==> src/rtl/wdt_service_pkg.sv <==
// Shared definitions for the watchdog service controller: register map,
// STATUS bit positions and key-sequence FSM encoding.
package wdt_service_pkg;

   localparam logic [1:0] WDT_CTRL   = 2'd0;
   localparam logic [1:0] WDT_KEY    = 2'd1;
   localparam logic [1:0] WDT_STATUS = 2'd2;
   localparam logic [1:0] WDT_SINCE  = 2'd3;

   localparam int ST_TIMEOUT = 0;
   localparam int ST_KEY_ERR = 1;
   localparam int ST_WIN_ERR = 2;
   localparam int ST_LOCK    = 3;
   localparam int ST_ARMED   = 4;

   typedef enum logic {
      KEY_IDLE  = 1'b0,
      KEY_ARMED = 1'b1
   } key_state_e;

endpackage

==> src/rtl/wdt_service_pulse_sync.sv <==
// Two-flop synchronizer with rising-edge detect for an asynchronous level.
// rise_o is a one-cycle pulse two clk edges after the input is first sampled high.
module pulse_sync (
   input  logic clk,
   input  logic rst_n,
   input  logic sig_i,
   output logic rise_o
);

   logic sync1_q;
   logic sync2_q;
   logic prev_q;

   always_ff @(posedge clk or negedge rst_n) begin
      if (!rst_n) begin
         sync1_q <= 1'b0;
         sync2_q <= 1'b0;
         prev_q  <= 1'b0;
      end else begin
         sync1_q <= sig_i;
         sync2_q <= sync1_q;
         prev_q  <= sync2_q;
      end
   end

   assign rise_o = sync2_q & ~prev_q;

endmodule

==> src/rtl/wdt_service.sv <==
// Watchdog service controller: config register, two-word key kick with minimum
// service window, kick/violation pulses and sticky status. No backpressure; rdata one cycle after rd_en.
module wdt_service
   import wdt_service_pkg::*;
#(
   parameter int          WIN_MIN = 256,
   parameter int          KICK_W  = 2,
   parameter logic [15:0] KEY1    = 16'h5A5A,
   parameter logic [15:0] KEY2    = 16'hA5A5
) (
   input  logic        clk,
   input  logic        rst_n,
   input  logic        wr_en,
   input  logic        rd_en,
   input  logic [1:0]  addr,
   input  logic [15:0] wdata,
   output logic [15:0] rdata,
   input  logic        pc_rst,
   output logic        wd_en,
   output logic        prescale_0,
   output logic        prescale_1,
   output logic        prescale_2,
   output logic        watchdog_rst,
   output logic        viol_rst
);

   key_state_e  state_q, state_d;
   logic [3:0]  ctrl_q, ctrl_d;
   logic        lock_q, lock_d;
   logic [15:0] since_q, since_d;
   logic [15:0] kick_cnt_q, kick_cnt_d;
   logic [2:0]  status_q, status_d;
   logic [15:0] rdata_q, rdata_d;
   logic        viol_q, viol_d;

   logic wr_ctrl, wr_key, wr_status;
   logic key_err, kick_done, in_window, kick_ok, win_err, to_rise;
   logic [2:0] clr_mask;

   pulse_sync u_pc_sync (
      .clk    (clk),
      .rst_n  (rst_n),
      .sig_i  (pc_rst),
      .rise_o (to_rise)
   );

   assign wr_ctrl   = wr_en && (addr == WDT_CTRL);
   assign wr_key    = wr_en && (addr == WDT_KEY);
   assign wr_status = wr_en && (addr == WDT_STATUS);

   always_comb begin
      state_d   = state_q;
      key_err   = 1'b0;
      kick_done = 1'b0;
      if (wr_key) begin
         case (state_q)
            KEY_IDLE: begin
               if (wdata == KEY1) state_d = KEY_ARMED;
               else               key_err = 1'b1;
            end
            KEY_ARMED: begin
               state_d = KEY_IDLE;
               if (wdata == KEY2) kick_done = 1'b1;
               else               key_err   = 1'b1;
            end
            default: state_d = KEY_IDLE;
         endcase
      end
   end

   // With the watchdog disabled a completed sequence is silently dropped.
   assign in_window = (since_q >= 16'(WIN_MIN));
   assign kick_ok   = kick_done && ctrl_q[0] && in_window;
   assign win_err   = kick_done && ctrl_q[0] && !in_window;

   always_comb begin
      ctrl_d = ctrl_q;
      lock_d = lock_q;
      if (wr_ctrl && !lock_q) begin
         ctrl_d = wdata[3:0];
         lock_d = wdata[4];
      end

      since_d = since_q;
      if (kick_ok)                 since_d = 16'h0000;
      else if (since_q != 16'hFFFF) since_d = since_q + 16'd1;

      kick_cnt_d = kick_cnt_q;
      if (kick_ok)                   kick_cnt_d = 16'(KICK_W);
      else if (kick_cnt_q != 16'd0)  kick_cnt_d = kick_cnt_q - 16'd1;

      // New events are ORed in after the clear so a coincident set survives.
      clr_mask = wr_status ? wdata[2:0] : 3'b000;
      status_d = (status_q & ~clr_mask) | {win_err, key_err, to_rise};

      viol_d = key_err | win_err;

      rdata_d = rdata_q;
      if (rd_en) begin
         case (addr)
            WDT_CTRL:   rdata_d = {11'b0, lock_q, ctrl_q};
            WDT_KEY:    rdata_d = 16'h0000;
            WDT_STATUS: rdata_d = {11'b0, (state_q == KEY_ARMED), lock_q, status_q};
            WDT_SINCE:  rdata_d = since_q;
            default:    rdata_d = 16'h0000;
         endcase
      end
   end

   always_ff @(posedge clk or negedge rst_n) begin
      if (!rst_n) begin
         state_q    <= KEY_IDLE;
         ctrl_q     <= 4'h0;
         lock_q     <= 1'b0;
         since_q    <= 16'hFFFF;
         kick_cnt_q <= 16'h0000;
         status_q   <= 3'b000;
         rdata_q    <= 16'h0000;
         viol_q     <= 1'b0;
      end else begin
         state_q    <= state_d;
         ctrl_q     <= ctrl_d;
         lock_q     <= lock_d;
         since_q    <= since_d;
         kick_cnt_q <= kick_cnt_d;
         status_q   <= status_d;
         rdata_q    <= rdata_d;
         viol_q     <= viol_d;
      end
   end

   assign rdata        = rdata_q;
   assign wd_en        = ctrl_q[0];
   assign prescale_0   = ctrl_q[1];
   assign prescale_1   = ctrl_q[2];
   assign prescale_2   = ctrl_q[3];
   assign watchdog_rst = (kick_cnt_q != 16'h0000);
   assign viol_rst     = viol_q;

endmodule

==> config.mk <==
export PLATFORM = sky130hd
export DESIGN_NAME = wdt_service
export DESIGN_NICKNAME = d
export VERILOG_FILES = /design/src/rtl/wdt_service_pkg.sv /design/src/rtl/wdt_service_pulse_sync.sv /design/src/rtl/wdt_service.sv
export SDC_FILE = /design/constraint.sdc
export NUM_CORES = 1
export LEC_CHECK = 0
export CORE_MARGIN = 5
export CORE_UTILIZATION = 29
export DETAILED_ROUTE_END_ITERATION = 10
export MAX_ROUTING_LAYER = met4
export PLACE_DENSITY_LB_ADDON = 0.25
export SYNTH_ARGS = -nofsm -noshare
export SYNTH_HDL_FRONTEND = slang
export SYNTH_SLANG_ARGS = --single-unit
==> constraint.sdc <==
create_clock -name clk -period 2.7 [get_ports clk]
set_clock_uncertainty 0.05 [all_clocks]
set_input_delay 0.54 -clock clk [delete_from_list [all_inputs] [get_ports clk]]
set_output_delay 0.54 -clock clk [all_outputs]
set_load 0.05 [all_outputs]
==> parameters.txt, run 1 <==
Parameter                              Value

Clock network
  Worst-case clock buffer depth ... 2
  Number of resized instances in the post-cts repair step ... 0
  H-tree depth reported by CTS ... 3
  Quantity of hold-fixing buffers added after cts ... 0
  CTS tree ... done
  Number of buffers inserted during clock tree synthesis ... 9
  Num Clock Sinks ... 61
  Clock slew at the register clock pins of the worst setup and hold paths ... approximately 70 ps
  Setup bufs post-CTS ... 0
  Clock latency reported for the late side of the worst-skew pair ... 340 ps
  Clock Root Buffer ... sky130_fd_sc_hd__clkbuf_8

Critical path
  Launching element type of the critical path ... flop
  WS Path Type ... flop to output pin
  Worst Path Max Fanout ... 4
  Count of cells along the worst register-to-register path ... 6
  Crit Reg-Reg Startpoint ... since_q[0]$_DFFE_PN1P_
  Cell with the biggest individual delay on the critical path ... sky130_fd_sc_hd__nor4_1
  Data arrival time of the critical path ... around 1900 ps
  Worst path cell trace ... nor4_1, nand2_1, or2_2, buf_4
  Reg2Reg Capture Point ... since_q[15]$_DFFE_PN1P_
  Top cell family by delay on the critical path ... simple AND/OR/NAND/NOR gates
  Count of buffering cells on the critical path with inverters included ... 1
  Number of stages on the worst setup path ... 4
  Required time at the worst-slack endpoint ... 2110 ps
  Critical Path Sink Type ... output pin
  Critical Path Max Stage Delay ... 460 ps
  Setup slack on the worst flop-to-flop path ... 780 ps

Synth
  Post-synthesis instance total ... 315
  Fraction of registers with async set or reset after synthesis ... 1.000
  Syn. warnings ... 0
  Mean area per synthesized cell ... approximately 9.8 µm²
  Fraction of the yosys area taken by sequential cells ... 0.5002
  Mapped Area ... 0.003092 mm²
  Post-synth EDFFs ... 0
  Post-Syn Nets ... about 340
  Total of flip-flops plus latches after synthesis ... 61
  Cell variety after synth ... 48
  Dominant register cell in the synthesized netlist ... sky130_fd_sc_hd__dfrtp_1

STA
  Number of failing setup endpoints in the final timing report ... 0
  Final clock period utilization by the worst path ... 0.9350
  Pins over their slew limit ... 0
  Final sum of negative setup slack ... 0 ps
  Setup repair after global routing missed its margin ... false
  Worst setup slack after layout ... between 150 and 200 ps
  Minimum clock period ... 2525 ps
  Transition at the pin with the smallest max-transition slack ... approximately 670 ps
  Final Hold Violating Endpoints ... 0
  Worst rel slew slack ... 0.5529
  Maximum frequency from static timing analysis ... roughly 0.4 GHz

Power and ir drop
  Combinational share of power ... 0.163
  Switching power as a share of total power ... 0.2754
  Internal Dissipation ... roughly 1700 µW
  P_sw ... roughly 640 µW
  Worst voltage drop across the vdd grid ... 0.2264 mV
  Power density over the cells ... approximately 600 mW/mm²
  Sum of internal, switching and leakage power ... 2309 µW
  Leakage power ... 0.001482 µW
  Share of power burned in the clock network ... 0.403
  Portion of total power attributed to sequential cells ... 0.434

GRT
  Total global routing track utilization ... 0.1131
  Via count of the first global-routing pass ... roughly 2400
  Pin count of the biggest net entering global routing ... 34
  Number of antenna violations at the first check in global routing ... 0
  Total congestion overflow after global routing ... 0
  Wire length of the first global-routing pass ... between 10000 and 15000 µm

Status
  Status ... finished, final reports clean

Die
  Core region area ... approximately 0.010 mm²
  Effective utilization at floorplan ... 0.2981
  Placement Rows ... 37
  Die width ... 113.3 µm
  Die H ... approximately 110 µm
  Num ports ... 45
  Floorplan die area ... 0.01283 mm²

Cells and area
  Area growth syn-to-layout ... 26.51%
  Proportion of layout cells with a drive suffix above 1 ... 0.1509
  Final core occ ... 0.3772
  Top library cells by usage in the layout, fill and taps aside ... sky130_fd_sc_hd__dfrtp_1 (45), sky130_fd_sc_hd__nor2_1 (43), sky130_fd_sc_hd__clkdlybuf4s50_1 (42)
  Number of nets in the finished design ... between 300 and 400
  Number of diodes added for antenna fixing ... 0
  Most common library cell in the layout ignoring fill and taps ... sky130_fd_sc_hd__dfrtp_1
  Filler instances ... around 1100
  Count of non-filler cells in the finished layout ... ~510

Detailed routing
  Total via count in the routed design ... 2371
  Via density per instance ... ~4.7
  Iteration count of the initial detailed-routing pass ... 4
  Count of routing violations after the opening detailed-route iteration ... around 120
  Antenna violation net count after detailed routing ... 0
  Wire length per cell ... ~13 µm
  Wire length after detailed routing ... between 6000 and 7000 µm
  Final routed DRC violation total ... 0

Place
  Final weighted congestion in routability-driven placement ... 0.7939
  Post-detail-place hpwl ... 4774 µm
  Worst-case setup slack after placement ... about 140 ps
  Count of input and output buffers ... 44
  Number of placed instances, taps included ... roughly 490

Min path
  Worst Hold Class ... input pin to async pin

Job
  Max-Cap Viols ... 0
==> worst max path at each step <==
stage,endpoint,start,slack [ps]
after floorplan,watchdog_rst,kick_cnt_q[10]$_DFFE_PN0P_,800
after global placement,kick_cnt_q[13]$_DFFE_PN0P_,wdata[1],210
after detailed placement,kick_cnt_q[11]$_DFFE_PN0P_,wdata[1],140
after CTS,watchdog_rst,kick_cnt_q[12]$_DFFE_PN0P_,170
after global routing,watchdog_rst,kick_cnt_q[12]$_DFFE_PN0P_,40
final,watchdog_rst,kick_cnt_q[12]$_DFFE_PN0P_,180
==> metrics by stage <==
| stage | instance area, µm² | hold WS (ps) |
|---|---|---|
| 5_1_grt | 3911 | 229.5 |
| 2_1_floorplan | 3092 | 194.4 |
| 3_3_place_gp | 3686 | 285.3 |
| 6_report | 3911 | 179.7 |
| 4_1_cts | 3911 | 203.5 |
| 3_5_place_dp | 3686 | 285.6 |
==> cells in the mapped netlist (all sizes together) (2+ instances only) <==
library cell,n,area share
a211oi,5,0.014
a21oi,16,0.030
a31oi,2,0.0040
and2,4,0.0081
and3,6,0.012
and4,5,0.014
buf,5,0.019
clkbuf,5,0.0065
dfrtp,45,0.36
dfstp,16,0.14
ha,3,0.012
inv,19,0.023
mux2,5,0.018
mux2i,7,0.023
nand2,29,0.035
nand3,12,0.019
nand4,8,0.016
nor2,43,0.052
nor2b,3,0.0061
nor3,11,0.021
nor4,9,0.028
nor4b,3,0.011
o21ai,17,0.028
or3,3,0.0061
xnor2,10,0.028
xor2,10,0.028
==> worst reg2reg max path, stage by stage, from the launching register on <==
cell and delay, ps:
sky130_fd_sc_hd__dfstp_2 580, sky130_fd_sc_hd__ha_1 190, sky130_fd_sc_hd__and3_1 290, sky130_fd_sc_hd__and3_1 290, sky130_fd_sc_hd__and4bb_2 260, sky130_fd_sc_hd__xnor2_1 120
sky130_fd_sc_hd__nor2_1 90
==> registers in the layout, indices dropped and copies added (netlist names) <==
| name | flops |
|---|---|
| status_q | 3 |
| u_pc_sync.prev_q | 1 |
| viol_rst | 1 |
| rdata | 16 |
| u_pc_sync.sync1_q | 1 |
| since_q | 16 |
| state_q | 1 |
| u_pc_sync.sync2_q | 1 |
| lock_q | 1 |
| ctrl_q | 4 |
| kick_cnt_q | 16 |
==> kinds of logic after synthesis <==
group	after synthesis	synth area share
simple gates	144	0.2509
flops	61	0.5002
compound gates	46	0.09066
buf+inv	29	0.04856
xor+xnor	20	0.05665
mux	12	0.04087
fa+ha+maj	3	0.01214
==> layer usage <==
layer,global-route usage,up-vias,share of wire
met5,-,-,0
met2,0.1635,38,0.44
met3,0.02299,10,0.032
met4,0.05128,0,0.020
met1,0.1524,1120,0.51
li1,-,1203,-
==> power by group through the flow <==
stage	registers (µW)	clock network, µW	logic (µW)
after CTS	1000	955	383
after detailed placement	1020	0	383
after global routing	1010	998	402
after floorplan	1160	0	67.0
final	1000	930	377
after global placement	1020	0	381
==> layout make-up <==
cell class,count,area [µm²],share of cell area
Clock buffer,12,155.1,0.03967
Clock inverter,4,70.07,0.01791
Inverter,19,71.32,0.01823
Multi-Input combinational cell,225,1395,0.3567
Sequential cell,61,1546,0.3954
Tap cell,136,170.2,0.04351
Timing Repair Buffer,50,503.0,0.1286
(Power assumes the default switching activity.)
==> run 2: changes to the inputs <==
--- a/config.mk
+++ b/config.mk
@@ -6,7 +6,7 @@
 export NUM_CORES = 1
 export LEC_CHECK = 0
 export CORE_MARGIN = 5
-export CORE_UTILIZATION = 29
+export CORE_UTILIZATION = 58
 export DETAILED_ROUTE_END_ITERATION = 10
 export MAX_ROUTING_LAYER = met4
 export PLACE_DENSITY_LB_ADDON = 0.25
==> parameters.txt, run 2 (same netlist as run 1, synthesis figures left out) <==
Parameter                              Value

Status
  Status ... finished, final reports clean (unchanged)

Die
  Die H ... 83.01 µm (was 113.3 µm)
  Die width ... 83.01 µm (was 113.3 µm)
  Num ports ... 45 (unchanged)
  Floorplan die area ... 0.006891 mm² (was 0.01283 mm²)
  Core region area ... 0.005140 mm² (was 0.01037 mm²)
  Placement Rows ... 26 (was 37)
  Effective utilization at floorplan ... 0.6015 (was 0.2981)

Critical path
  Number of stages on the worst setup path ... 4 (unchanged)
  Count of cells along the worst register-to-register path ... 6 (unchanged)
  WS Path Type ... flop to output pin (unchanged)
  Critical Path Max Stage Delay ... 470 ps (was 460 ps)
  Worst Path Max Fanout ... 4 (unchanged)
  Crit Reg-Reg Startpoint ... since_q[0]$_DFFE_PN1P_ (unchanged)
  Cell with the biggest individual delay on the critical path ... sky130_fd_sc_hd__nor4_1 (unchanged)
  Worst path cell trace ... nor4_1, nand2_1, or2_2, buf_4 (unchanged)
  Start point of the critical path ... kick_cnt_q[10]$_DFFE_PN0P_ (was kick_cnt_q[12]$_DFFE_PN0P_)
  Launching element type of the critical path ... flop (unchanged)
  Count of buffering cells on the critical path with inverters included ... 1 (unchanged)
  Critical Path Sink Type ... output pin (unchanged)
  Top cell family by delay on the critical path ... simple AND/OR/NAND/NOR gates (unchanged)
  Required time at the worst-slack endpoint ... 2110 ps (about the same)
  Data arrival time of the critical path ... 1960 ps (was 1930 ps)

Detailed routing
  Wire length per cell ... 14.88 µm (was 12.98 µm)
  DRT met1 WL ... 2846 µm (was 3362 µm)
  Final routed DRC violation total ... 0 (unchanged)
  Iteration count of the initial detailed-routing pass ... 4 (unchanged)
  Wire length after detailed routing ... 6564 µm (was 6582 µm)
  Antenna violation net count after detailed routing ... 0 (unchanged)
  Total via count in the routed design ... 2483 (was 2371)
  Top routing layer in use ... met4 (unchanged)
  Wire length on met2 ... 3330 µm (was 2873 µm)
  Count of routing violations after the opening detailed-route iteration ... 116 (was 119)
  Met3 Routed Length ... 262 µm (was 212 µm)
  Via density per instance ... 5.630 (was 4.677)

GRT
  Total global routing track utilization ... 0.2088 (was 0.1131)
  Wire length of the first global-routing pass ... 11440 µm (was 11500 µm)
  Total congestion overflow after global routing ... 0 (unchanged)
  Pin count of the biggest net entering global routing ... 37 (was 34)
  Number of antenna violations at the first check in global routing ... 0 (unchanged)
  Via count of the first global-routing pass ... 2523 (was 2439)

Clock network
  Setup bufs post-CTS ... 0 (unchanged)
  Worst-case clock buffer depth ... 2 (unchanged)
  CTS tree ... done (unchanged)
  Clock latency reported for the late side of the worst-skew pair ... 340 ps (about the same)
  Clock Root Buffer ... sky130_fd_sc_hd__clkbuf_8 (unchanged)
  H-tree depth reported by CTS ... 3 (unchanged)
  Clock slew at the register clock pins of the worst setup and hold paths ... 70 ps (about the same)
  Number of buffers inserted during clock tree synthesis ... 9 (unchanged)
  Number of resized instances in the post-cts repair step ... 0 (unchanged)
  Num Clock Sinks ... 61 (unchanged)
  Quantity of hold-fixing buffers added after cts ... 0 (unchanged)

Power and ir drop
  Switching power as a share of total power ... 0.2888 (was 0.2754)
  Combinational share of power ... 0.175 (was 0.163)
  Worst voltage drop across the vdd grid ... 0.5126 mV (was 0.2264 mV)
  Portion of total power attributed to sequential cells ... 0.459 (was 0.434)
  Internal Dissipation ... 1555 µW (was 1673 µW)
  Leakage power ... 0.001462 µW (was 0.001482 µW)
  Share of power burned in the clock network ... 0.366 (was 0.403)
  Power density over the cells ... 575.8 mW/mm² (was 590.4 mW/mm²)
  P_sw ... 631.4 µW (was 636.0 µW)

Cells and area
  Most common library cell in the layout ignoring fill and taps ... sky130_fd_sc_hd__dfrtp_1 (unchanged)
  Number of diodes added for antenna fixing ... 0 (unchanged)
  Area growth syn-to-layout ... 22.78% (was 26.51%)
  Top library cells by usage in the layout, fill and taps aside ... sky130_fd_sc_hd__dfrtp_1 (45), sky130_fd_sc_hd__nor2_1 (43), sky130_fd_sc_hd__clkdlybuf4s50_1 (42) (unchanged)
  Number of nets in the finished design ... 392 (unchanged)
  Final instance area ... 0.003796 mm² (was 0.003911 mm²)
  Proportion of layout cells with a drive suffix above 1 ... 0.1482 (was 0.1509)

STA
  Transition at the pin with the smallest max-transition slack ... 581.8 ps (was 670.7 ps)
  Setup repair after global routing missed its margin ... false (unchanged)
  Worst rel slew slack ... 0.6121 (was 0.5529)
  Final sum of negative setup slack ... 0 ps (unchanged)
  Minimum clock period ... 2551 ps (was 2525 ps)
  Maximum frequency from static timing analysis ... 0.3920 GHz (was 0.3961 GHz)
  Final clock period utilization by the worst path ... 0.9447 (was 0.9350)
  Worst hold slack across all endpoints ... 138.1 ps (was 179.7 ps)
  Pins over their slew limit ... 0 (unchanged)
  Final Hold Violating Endpoints ... 0 (unchanged)
  Number of failing setup endpoints in the final timing report ... 0 (unchanged)

Place
  Count of input and output buffers ... 44 (unchanged)
  Final weighted congestion in routability-driven placement ... 0.8538 (was 0.7939)
  Post-detail-place hpwl ... 4669 µm (was 4774 µm)
  Placed cell area ... 0.003603 mm² (was 0.003686 mm²)

Job
  Max-Cap Viols ... 0 (unchanged)

Min path
  Worst Hold Class ... input pin to async pin (unchanged)
-- run 2: cell count changes in the layout (fill, tap and decap cells not counted) --
cell / delta
sky130_fd_sc_hd__bufinv_16: -1
sky130_fd_sc_hd__clkbuf_1: +1
sky130_fd_sc_hd__clkbuf_8: -1
sky130_fd_sc_hd__clkinvlp_4: +1
-- run 2: routing by layer --
layer	vias to the layer above	GRT usage
li1	1201	-
met1	1223	0.2466
met2	44	0.3426
met3	15	0.04950
met4	0	0.08767
met5	-	-
-- run 2: cell type report --
type | instances | area (µm²)
clock inverter | 4 | 47.55
sequential | 61 | 1546
tap | 70 | 87.58
fill | 416 | 1344
timing repair buffer | 50 | 503.0
clock buffer | 12 | 145.1
inverter | 19 | 71.32
multi-input combinational | 225 | 1395
-- run 2: path summary, 6_finish.rpt --
| check | slack, ps | end |
|---|---|---|
| max | 150 | watchdog_rst |
| min | 140 | rdata[13]$_DFFE_PN0P_ |
| max reg2reg | 800 | since_q[15]$_DFFE_PN1P_ |
| min reg2reg | 310 | u_pc_sync.sync2_q$_DFF_PN0_ |
| max in group asynchronous | 1800 | since_q[1]$_DFFE_PN1P_ |
| min in group clk | 310 | u_pc_sync.sync2_q$_DFF_PN0_ |
-- run 2: per-stage QoR --
| stage | setup slack (ps) | total power, µW | util | cells |
|---|---|---|---|---|
| 3_5_place_dp | 177.5 | 1402 | 0.7011 | 425 |
| 4_1_cts | 154.8 | 2192 | 0.7386 | 441 |
| 2_1_floorplan | 796.8 | 1227 | - | 315 |
| 3_3_place_gp | 242.2 | 1395 | 0.7011 | 425 |
| 6_report | 149.2 | 2186 | 0.7386 | 441 |
| 5_1_grt | 17.50 | 2265 | 0.7386 | 441 |
-- run 2: power groups by stage --
stage	clock, µW	sequential, µW	combinational (µW)
after floorplan	0	1160	67.0
after global placement	0	1020	379
after detailed placement	0	1020	384
after CTS	804	1000	385
after global routing	854	1010	400
final	801	1000	382
